[src/rtl/barrel_shifter_pipe_if.sv]
// ----------------------------------------------------------------------------
// barrel_shifter_pipe_if
//   Bundles the input-beat and output-result handshakes of the pipelined
//   barrel shifter.
//
//   Handshake rules, for both the input and the output side:
//     a beat moves on a rising edge only when its valid and its ready are
//     both 1. A producer holding valid high keeps its payload stable until
//     that edge. in_ready/advance may depend combinationally on out_ready.
//
//   Signals:
//     in_valid, in_ready     input beat handshake
//     d_in                   operand (WIDTH bits)
//     shift_dir              0 = right, 1 = left
//     shift_op               00 logical, 01 arithmetic, 1x rotate
//     shift_amount           shift distance, 0..WIDTH-1
//     out_valid, out_ready   result handshake
//     d_out                  registered result (WIDTH bits)
//     busy                   some pipeline stage holds a valid beat
//
//   Modports: slave = the shifter, master = whatever drives and consumes it.
// ----------------------------------------------------------------------------
interface barrel_shifter_pipe_if #(
    parameter int WIDTH = 8
);
    localparam int SHAMT_W = $clog2(WIDTH);

    logic               in_valid;
    logic               in_ready;
    logic [WIDTH-1:0]   d_in;
    logic               shift_dir;
    logic [1:0]         shift_op;
    logic [SHAMT_W-1:0] shift_amount;
    logic               out_valid;
    logic               out_ready;
    logic [WIDTH-1:0]   d_out;
    logic               busy;

    modport slave (
        input  in_valid, d_in, shift_dir, shift_op, shift_amount, out_ready,
        output in_ready, out_valid, d_out, busy
    );

    modport master (
        output in_valid, d_in, shift_dir, shift_op, shift_amount, out_ready,
        input  in_ready, out_valid, d_out, busy
    );
endinterface

[src/rtl/barrel_shifter_pipe.sv]
// ----------------------------------------------------------------------------
// barrel_shifter_pipe
//   Logarithmic barrel shifter split into SHAMT_W = log2(WIDTH) register
//   stages. Stage i shifts by 2^i when bit i of the beat's shift amount is
//   set. The last stage register is the d_out register itself, so a result
//   is visible right after the SHAMT_W-th advancing edge (acceptance edge
//   counted as the first).
//
//   Ports:
//     clk   single clock, rising edge
//     rst   synchronous, active-high reset
//     bus   barrel_shifter_pipe_if.slave (in/out handshakes, operands,
//           d_out, busy)
//
//   Flow control: the whole pipe advances together when the output register
//   is empty or being drained (advance = !out_valid || out_ready). Bubbles
//   are not collapsed, which keeps in_ready a simple function of the output.
// ----------------------------------------------------------------------------
module barrel_shifter_pipe #(
    parameter int WIDTH = 8
) (
    input logic                 clk,
    input logic                 rst,
    barrel_shifter_pipe_if.slave bus
);
    localparam int SHAMT_W = $clog2(WIDTH);
    localparam int LAST    = SHAMT_W - 1;

    // Stage registers. Only the valid bits and the final data register are
    // reset; everything else is qualified by valid.
    logic [WIDTH-1:0]   st_data  [SHAMT_W];
    logic               st_dir   [SHAMT_W];
    logic [1:0]         st_op    [SHAMT_W];
    logic [SHAMT_W-1:0] st_amt   [SHAMT_W];
    logic [SHAMT_W-1:0] st_valid;

    // What each stage sees at its input: the bus for stage 0, the previous
    // stage register otherwise.
    logic [WIDTH-1:0]   src_data [SHAMT_W];
    logic               src_dir  [SHAMT_W];
    logic [1:0]         src_op   [SHAMT_W];
    logic [SHAMT_W-1:0] src_amt  [SHAMT_W];
    logic [SHAMT_W-1:0] src_valid;
    logic [WIDTH-1:0]   nxt_data [SHAMT_W];

    logic advance;

    // Shift by a fixed power of two. Arithmetic right fills with the current
    // MSB; earlier arithmetic stages preserve that MSB, so it is still the
    // sign bit of the original operand.
    function automatic logic [WIDTH-1:0] shift_pow2(
        input logic [WIDTH-1:0] d,
        input logic             dir,
        input logic [1:0]       op,
        input int               k
    );
        logic [WIDTH-1:0] r;
        r = d;
        if (op[1]) begin
            if (dir) r = (d << k) | (d >> (WIDTH - k));
            else     r = (d >> k) | (d << (WIDTH - k));
        end else if (dir) begin
            r = d << k;
        end else if (op[0]) begin
            r = $signed(d) >>> k;
        end else begin
            r = d >> k;
        end
        return r;
    endfunction

    assign advance = !st_valid[LAST] || bus.out_ready;

    always_comb begin
        src_data[0]  = bus.d_in;
        src_dir[0]   = bus.shift_dir;
        src_op[0]    = bus.shift_op;
        src_amt[0]   = bus.shift_amount;
        src_valid[0] = bus.in_valid;
        for (int i = 1; i < SHAMT_W; i++) begin
            src_data[i]  = st_data[i-1];
            src_dir[i]   = st_dir[i-1];
            src_op[i]    = st_op[i-1];
            src_amt[i]   = st_amt[i-1];
            src_valid[i] = st_valid[i-1];
        end
    end

    always_comb begin
        for (int i = 0; i < SHAMT_W; i++) begin
            nxt_data[i] = src_amt[i][i]
                        ? shift_pow2(src_data[i], src_dir[i], src_op[i], 1 << i)
                        : src_data[i];
        end
    end

    always_ff @(posedge clk) begin
        if (rst) begin
            st_valid      <= '0;
            st_data[LAST] <= '0;
        end else if (advance) begin
            st_valid <= src_valid;
            for (int i = 0; i < SHAMT_W; i++) begin
                st_data[i] <= nxt_data[i];
                st_dir[i]  <= src_dir[i];
                st_op[i]   <= src_op[i];
                st_amt[i]  <= src_amt[i];
            end
        end
    end

    assign bus.in_ready  = advance;
    assign bus.out_valid = st_valid[LAST];
    assign bus.d_out     = st_data[LAST];
    assign bus.busy      = |st_valid;

endmodule

[src/flat_wrapper.sv]
// flat-port wrapper written by rule: the top's interface ports become plain ports
module barrel_shifter_pipe_flat 
#(
    parameter int WIDTH = 8
)
  (clk, rst, bus_in_valid, bus_d_in, bus_shift_dir, bus_shift_op, bus_shift_amount, bus_out_ready, bus_in_ready, bus_out_valid, bus_d_out, bus_busy);
  barrel_shifter_pipe_if #(.WIDTH(WIDTH)) bus_i ();
  input logic clk;
  input logic rst;
  input wire logic [$bits(bus_i.in_valid)-1:0] bus_in_valid;
  input wire logic [$bits(bus_i.d_in)-1:0] bus_d_in;
  input wire logic [$bits(bus_i.shift_dir)-1:0] bus_shift_dir;
  input wire logic [$bits(bus_i.shift_op)-1:0] bus_shift_op;
  input wire logic [$bits(bus_i.shift_amount)-1:0] bus_shift_amount;
  input wire logic [$bits(bus_i.out_ready)-1:0] bus_out_ready;
  output wire logic [$bits(bus_i.in_ready)-1:0] bus_in_ready;
  output wire logic [$bits(bus_i.out_valid)-1:0] bus_out_valid;
  output wire logic [$bits(bus_i.d_out)-1:0] bus_d_out;
  output wire logic [$bits(bus_i.busy)-1:0] bus_busy;
  assign bus_i.in_valid = bus_in_valid;
  assign bus_i.d_in = bus_d_in;
  assign bus_i.shift_dir = bus_shift_dir;
  assign bus_i.shift_op = bus_shift_op;
  assign bus_i.shift_amount = bus_shift_amount;
  assign bus_i.out_ready = bus_out_ready;
  assign bus_in_ready = bus_i.in_ready;
  assign bus_out_valid = bus_i.out_valid;
  assign bus_d_out = bus_i.d_out;
  assign bus_busy = bus_i.busy;
  barrel_shifter_pipe #(.WIDTH(WIDTH)) u_core (.clk(clk), .rst(rst), .bus(bus_i));
endmodule
[config.mk]
export PLATFORM = sky130hd
export DESIGN_NAME = barrel_shifter_pipe_flat
export DESIGN_NICKNAME = d
export VERILOG_FILES = /design/src/rtl/barrel_shifter_pipe_if.sv /design/src/rtl/barrel_shifter_pipe.sv /design/src/flat_wrapper.sv
export SDC_FILE = /design/constraint.sdc
export NUM_CORES = 1
export LEC_CHECK = 0
export CAP_MARGIN = 20
export CORE_ASPECT_RATIO = 1.4
export CORE_MARGIN = 1
export CORE_UTILIZATION = 40
export CTS_CLUSTER_SIZE = 28
export DETAILED_ROUTE_END_ITERATION = 10
export DONT_BUFFER_PORTS = 1
export HOLD_SLACK_MARGIN = 0.12
export PLACE_DENSITY = 0.56
export SYNTH_ARGS = -nofsm -noshare
export SYNTH_HDL_FRONTEND = slang
export SYNTH_SLANG_ARGS = --single-unit
export TNS_END_PERCENT = 1
[constraint.sdc]
create_clock -name clk -period 1.45 [get_ports clk]
set_input_delay 0.29 -clock clk [delete_from_list [all_inputs] [get_ports clk]]
set_output_delay 0.29 -clock clk [all_outputs]
set_load 0.05 [all_outputs]
==> out/results.ini, run 1 <==
[synth]
synth_edf_count = 33
syn_area_sq_um = 1680
synth_warnings = 0
synth_seq_cells = 36
synth_cell_type_count = 25
async_reset_ff_share_pct = 0
avgSynthCellArea_sq_um = 11.9
synthCells = 141
synthesis.nets = 159
synth_flop_cell = edfxtp_1
ys_seq_area_share_pct = 62.5

[global_route]
grt-busiest-layer = met2
overflow = 0
grt_pass1_vias = 1077
met3_usage_pct = 4.40
antenna_found_initial = 0
met2_usage_pct = 27.6
grt.met1_usage_pct = 10.5
grt_pass1_wl_mm = 4.50
grt_max_degree = 26
gr-usage-all-layers_pct = 13.5

[place]
place.gp.congestion = 0.736
place_hpwl_mm = 1.96
dp.cells = 180
io_buffers = 0
placed_area_sq_um = 1740

[sta]
timing.hold.ws_ns = 0.174
skew_ns = 0.00326
max_slew_margin_pct = 69.8
timing_hold_violations_final = 0
finalCritPeriodShare_pct = 95.9
fmax_ghz = 0.719
setup_violations = 0
tightest_slew_ns = 0.452
period_minus_slack_ns = 1.39
report.final.slew_viol_count = 0
fin_setup_tns_ns = 0
rsz0062_at_grt = no

[worst_setup_path]
r2r_end = u_core.st_data[0][15]$_DFFE_PP_
worst-path-buf-inv = 0
reg2reg_depth = 3
cp_max_fo = 3
start_kind = register
cp_cell_sequence = or3_4
cp.depth = 1
critPathMaxStageDelay_ns = 0.48
required_ns = 1.16
r2r_start = u_core.st_dir[0][0]$_DFFE_PP_
slowest_stage = or3_4
r2r_slack_ns = 0.11
crit_arrival_ns = 1.10
end_kind = output port
crit_start = u_core.st_valid[2]$_SDFFE_PP0P_
path_class = reg2out
crit_family = simple AND/OR/NAND/NOR gates
crit_path_end = bus_busy

[floorplan]
io_pins = 29
die_w_um = 56.8
rows = 27
die-area_sq_um = 4470
die_height_um = 78.7
core_sq_um = 3990
initial_core_util_pct = 42.2

[run_status]
violations = design-rule violations
status = complete, but fails checks

[cts]
post_cts_buffers = 0
cts_num_sinks = 36
numCtsBuffers = 5
cts_max_level = 2
clk_pin_slew_worst_paths_ns = 0.07
clockBufferDepth = 2
clk_latency_ns = 0.28
cts_tree = yes
root_buffer = clkbuf_8

[worst_hold_path]
min_path_type = in2reg

[power]
powerDensity_nw_per_um2 = 1180
ir_drop_uv = 459
power_leakage_nw = 0.704

[cells_and_area]
layout_commonest_cell = edfxtp_1
antenna_cells = 0
fin_cells = 194
final_area_sq_um = 1880
finalCoreUtilization_pct = 47.3
final_cell_mix = edfxtp_1 (33), nor2_1 (18), a21oi_1 (16)
fin_nets = 168
drive_above_1_share_pct = 13.9
nFillCells = 364
area_growth_pct = 12.1

[routing]
viasPerCell = 5.49
vias = 1065
drt.antenna.violating_nets = 0
dr.first_iter.drc_count = 28
drc = 2
wl_per_cell_um = 14.1
drt_pass1_iterations = 7
routed_wl_mm = 2.73

[run]
drv_cap = 0

report_power, final:
group	total, W	switching [W]	internal, W
Clock	0.000658	0.000332	0.000325
Combinational	0.000202	0.000106	0.0000966
Sequential	0.00136	0.000128	0.00123
Total	0.00222	0.000566	0.00165
area by class of cell:
class	instances	area, sq um	share of cell area [%]
sequential	36	1050	56.0
multi-input combinational	93	572	30.3
timing repair buffer	10	103	5.44
clock buffer	5	68.8	3.65
tap	43	53.8	2.86
inverter	4	18.8	0.996
clock inverter	3	13.8	0.730
cell usage after synthesis (all sizes together), types with 4 or more instances:
library cell / count / area, sq um
a21oi: 17 / 88.8
buf: 7 / 51.3
edfxtp: 33 / 991
inv: 4 / 15.0
mux2i: 12 / 120
nand2: 11 / 41.3
nand2b: 6 / 37.5
nand3: 7 / 35.0
nor2: 18 / 67.6
o21ai: 7 / 35.0
how the worst min path moves through the flow:
stage	start	end	slack (ns)	cells past startpoint
after floorplan	rst	u_core.st_valid[2]$_SDFFE_PP0P_	0.35	1
after global routing	bus_in_valid	u_core.st_valid[0]$_SDFFE_PP0P_	0.18	2
after CTS	bus_in_valid	u_core.st_valid[0]$_SDFFE_PP0P_	0.17	2
final	bus_in_valid	u_core.st_valid[0]$_SDFFE_PP0P_	0.17	2
after detailed placement	rst	u_core.st_valid[2]$_SDFFE_PP0P_	0.35	1
after global placement	rst	u_core.st_valid[2]$_SDFFE_PP0P_	0.35	1
cells by family (layout without fill, tap and decap cells):
logic type | count (synthesis) | count (layout) | share of synthesized area [%]
muxes | 12 | 12 | 7.14
buffers and inverters | 12 | 22 | 4.24
and+or+nand+nor | 46 | 46 | 12.9
AOI/OAI and AO/OA | 35 | 35 | 13.2
DFF | 36 | 36 | 62.5
state kept, by name, summed over array words and instances (netlist names):
register,cells
u_core.st_dir,2
u_core.st_data,24
u_core.st_valid,3
u_core.st_op,4
u_core.st_amt,3
routing by layer:
layer / wire length, um / share of wire, %
met1: 943 / 35
met3: 130 / 4.8
met2: 1590 / 58
met5: 0 / 0
met4: 70 / 2.6
timing repair:
action | in CTS | in global routing
resized for setup | 1 | 0
hold buffers | 6 | 0
hold endpoints to repair | 8 | 0
setup endpoints to repair | 1 | 0
metrics by stage:
step	power (W)	worst slack, ns
after floorplan	0.00153	-0.131
after global placement	0.00156	0.179
after detailed placement	0.00156	0.120
after CTS	0.00224	0.0457
after global routing	0.00231	0.0317
final	0.00222	0.0598
No activity file was read; power rests on OpenSTA's default activity.
==> run 2: changes to the inputs <==
--- a/config.mk
+++ b/config.mk
@@ -9,6 +9,7 @@
 export CORE_ASPECT_RATIO = 1.4
 export CORE_MARGIN = 1
 export CORE_UTILIZATION = 40
+export CTS_BUF_LIST = sky130_fd_sc_hd__clkbuf_8 sky130_fd_sc_hd__clkbuf_16
 export CTS_CLUSTER_SIZE = 28
 export DETAILED_ROUTE_END_ITERATION = 10
 export DONT_BUFFER_PORTS = 1
==> results of run 2 <==
Final layout, timing and power as in run 1 (identical DEF).
==> run 3: changes to the inputs <==
--- a/config.mk
+++ b/config.mk
@@ -14,7 +14,7 @@
 export DETAILED_ROUTE_END_ITERATION = 10
 export DONT_BUFFER_PORTS = 1
 export HOLD_SLACK_MARGIN = 0.12
-export PLACE_DENSITY = 0.56
+export PLACE_DENSITY = 0.54
 export SYNTH_ARGS = -nofsm -noshare
 export SYNTH_HDL_FRONTEND = slang
 export SYNTH_SLANG_ARGS = --single-unit
==> constraint.sdc (replaced) <==
create_clock -name clk -period 1.5 [get_ports clk]
set_input_delay 0.3 -clock clk [delete_from_list [all_inputs] [get_ports clk]]
set_output_delay 0.3 -clock clk [all_outputs]
set_load 0.05 [all_outputs]
==> run 3 against run 2 <==
Compared with the run above: the run still ends with design-rule violations left; critical path type unchanged; via count rose by 0.85%; register-to-register slack improved by 0.06 ns; clock skew rose by 0.00051 ns; power rose by 0.70%; combinational power fell by 6%; clock power rose by 11%; wire length fell by 1.1%; critical endpoint unchanged; flip-flop and latch count did not move; critical path depth did not move; die area did not move; non-clock buffer count did not move.
==> out/results.ini, run 3 (same netlist as run 1, synthesis figures left out) <==
[cells_and_area]
largestRegisters = u_core.st_data x24, u_core.st_op x4
final_cell_mix = edfxtp_1 (33), nor2_1 (18), a21oi_1 (16)
top_register = u_core.st_data
layout_commonest_cell = edfxtp_1
area_growth_pct = 12.4
largest_reg_flops = 24  ; unchanged
drive_above_1_share_pct = 13.9  ; unchanged
nFillCells = 372  ; +2.2%
fin_nets = 168  ; unchanged
antenna_cells = 0  ; unchanged

[floorplan]
die_height_um = 78.7  ; unchanged
die-area_sq_um = 4470  ; unchanged
initial_core_util_pct = 42.2  ; unchanged
core_sq_um = 3990  ; unchanged
io_pins = 29  ; unchanged
die_w_um = 56.8  ; unchanged
rows = 27  ; unchanged

[power]
powerDensity_nw_per_um2 = 1180  ; +0.44%
power_w = 0.00223  ; +0.70%
power_leakage_nw = 0.710  ; +0.82%
ir_drop_uv = 692  ; +51%

[global_route]
grt-busiest-layer = met2
met2_usage_pct = 28.3  ; +0.71 points
gr-usage-all-layers_pct = 14.3  ; +0.85 points
grt_pass1_vias = 1134  ; +5.3%
overflow = 0  ; unchanged
met3_usage_pct = 4.07  ; -0.33 points
antenna_found_initial = 0  ; unchanged
grt.met1_usage_pct = 12.1  ; +1.5 points
grt_pass1_wl_mm = 4.74  ; +5.4%
grt_max_degree = 26  ; unchanged

[routing]
dr.first_iter.drc_count = 36  ; +29%
viasPerCell = 5.54  ; +0.85%
vias = 1074  ; +0.85%
drt.antenna.violating_nets = 0  ; unchanged
routed_wl_mm = 2.70  ; -1.1%
drt_pass1_iterations = 7  ; unchanged
wl_per_cell_um = 13.9  ; -1.1%
drc = 2  ; unchanged

[worst_hold_path]
hold-path-endpoint = u_core.st_valid[0]$_SDFFE_PP0P_
hold_path_startpoint = bus_in_valid
min_path_type = in2reg
whs_path_depth = 2  ; unchanged

[place]
pre_cts_slack_ns = 0.170  ; +0.0499 ns
io_buffers = 0  ; unchanged
place_hpwl_mm = 1.96  ; -0.19%
place.gp.congestion = 0.730  ; -0.83%

[worst_setup_path]
start_kind = register
r2r_slack_ns = 0.17  ; +0.06 ns
r2r_start = u_core.st_valid[2]$_SDFFE_PP0P_
worst-path-buf-inv = 0  ; unchanged
r2r_end = u_core.st_data[0][3]$_DFFE_PP_
required_ns = 1.20  ; +0.04 ns
reg2reg_depth = 4  ; +1
end_kind = output port
crit_family = simple AND/OR/NAND/NOR gates
critPathMaxStageDelay_ns = 0.48  ; about the same
crit_arrival_ns = 1.10  ; about the same
cp_max_fo = 3  ; unchanged
slowest_stage = or3_4
path_class = reg2out
cp_cell_sequence = or3_4

[cts]
cts_max_level = 2  ; unchanged
root_buffer = clkbuf_8
clk_pin_slew_worst_paths_ns = 0.07  ; about the same
clockBufferDepth = 2  ; unchanged
post_cts_buffers = 0  ; unchanged
clk_latency_ns = 0.28  ; about the same
cts_tree = yes
cts_num_sinks = 36  ; unchanged
numCtsBuffers = 5  ; unchanged

[sta]
timing_hold_violations_final = 0  ; unchanged
worst_slack_ns = 0.0989  ; +0.0391 ns
rsz0062_at_grt = no
max_slew_margin_pct = 69.7  ; -0.11 points
report.final.slew_viol_count = 0  ; unchanged
tightest_slew_ns = 0.455  ; +0.00267 ns
period_minus_slack_ns = 1.40
skew_ns = 0.00377  ; +0.000506 ns
fmax_ghz = 0.714
finalCritPeriodShare_pct = 93.4
setup_violations = 0  ; unchanged

[run_status]
violations = design-rule violations
status = complete, but fails checks

[run]
drv_cap = 0  ; unchanged

run 3: stage by stage:
stage	std cells	instance area [sq um]	util [%]	TNS, ns	hold WS [ns]
after global placement	180	1720	43.3	0	0.361
after global routing	194	1890	47.4	0	0.174
after floorplan	141	1700	-	-2.01	0.359
after detailed placement	180	1720	43.3	0	0.365
after CTS	194	1890	47.4	0	0.173
final	194	1890	47.4	0	0.175
run 3: worst max-delay path by stage:
stage | start | to | slack, ns | depth (start not counted)
5_1_grt | u_core.st_valid[2]$_SDFFE_PP0P_ | bus_busy | 0.06 | 1
2_1_floorplan | u_core.st_valid[2]$_SDFFE_PP0P_ | u_core.st_amt[0][1]$_DFFE_PP_ | -0.08 | 5
4_1_cts | u_core.st_valid[2]$_SDFFE_PP0P_ | bus_busy | 0.08 | 1
3_3_place_gp | bus_out_ready | u_core.st_data[0][0]$_DFFE_PP_ | 0.19 | 4
6_report | u_core.st_valid[2]$_SDFFE_PP0P_ | bus_busy | 0.1 | 1
3_5_place_dp | u_core.st_valid[2]$_SDFFE_PP0P_ | u_core.st_data[0][7]$_DFFE_PP_ | 0.17 | 4
run 3: cell type report:
type / instances / area, sq um / share of cell area (%)
clock inverter: 1 / 3.75 / 0.199
multi-input combinational: 93 / 572 / 30.3
sequential: 36 / 1050 / 55.8
clock buffer: 7 / 96.3 / 5.10
inverter: 4 / 18.8 / 0.993
timing repair buffer: 10 / 90.1 / 4.77
tap: 43 / 53.8 / 2.85
run 3: timing repair:
action / 4_1_cts / 5_1_grt
gates resized for setup: 1 / 0
hold endpoints to repair: 8 / 0
hold buffers: 6 / 0
setup endpoints to repair: 1 / 0
run 3: per-layer routing:
metal	wire (um)	vias to the layer above
met2	1560	31
met4	74	0
met1	939	504
met3	126	5
li1	-	534
met5	0	-
run 3: where the power goes:
group	total, W	internal, W	switching, W
Combinational	0.000190	0.0000891	0.000100
Clock	0.000732	0.000412	0.000320
Sequential	0.00131	0.00119	0.000122
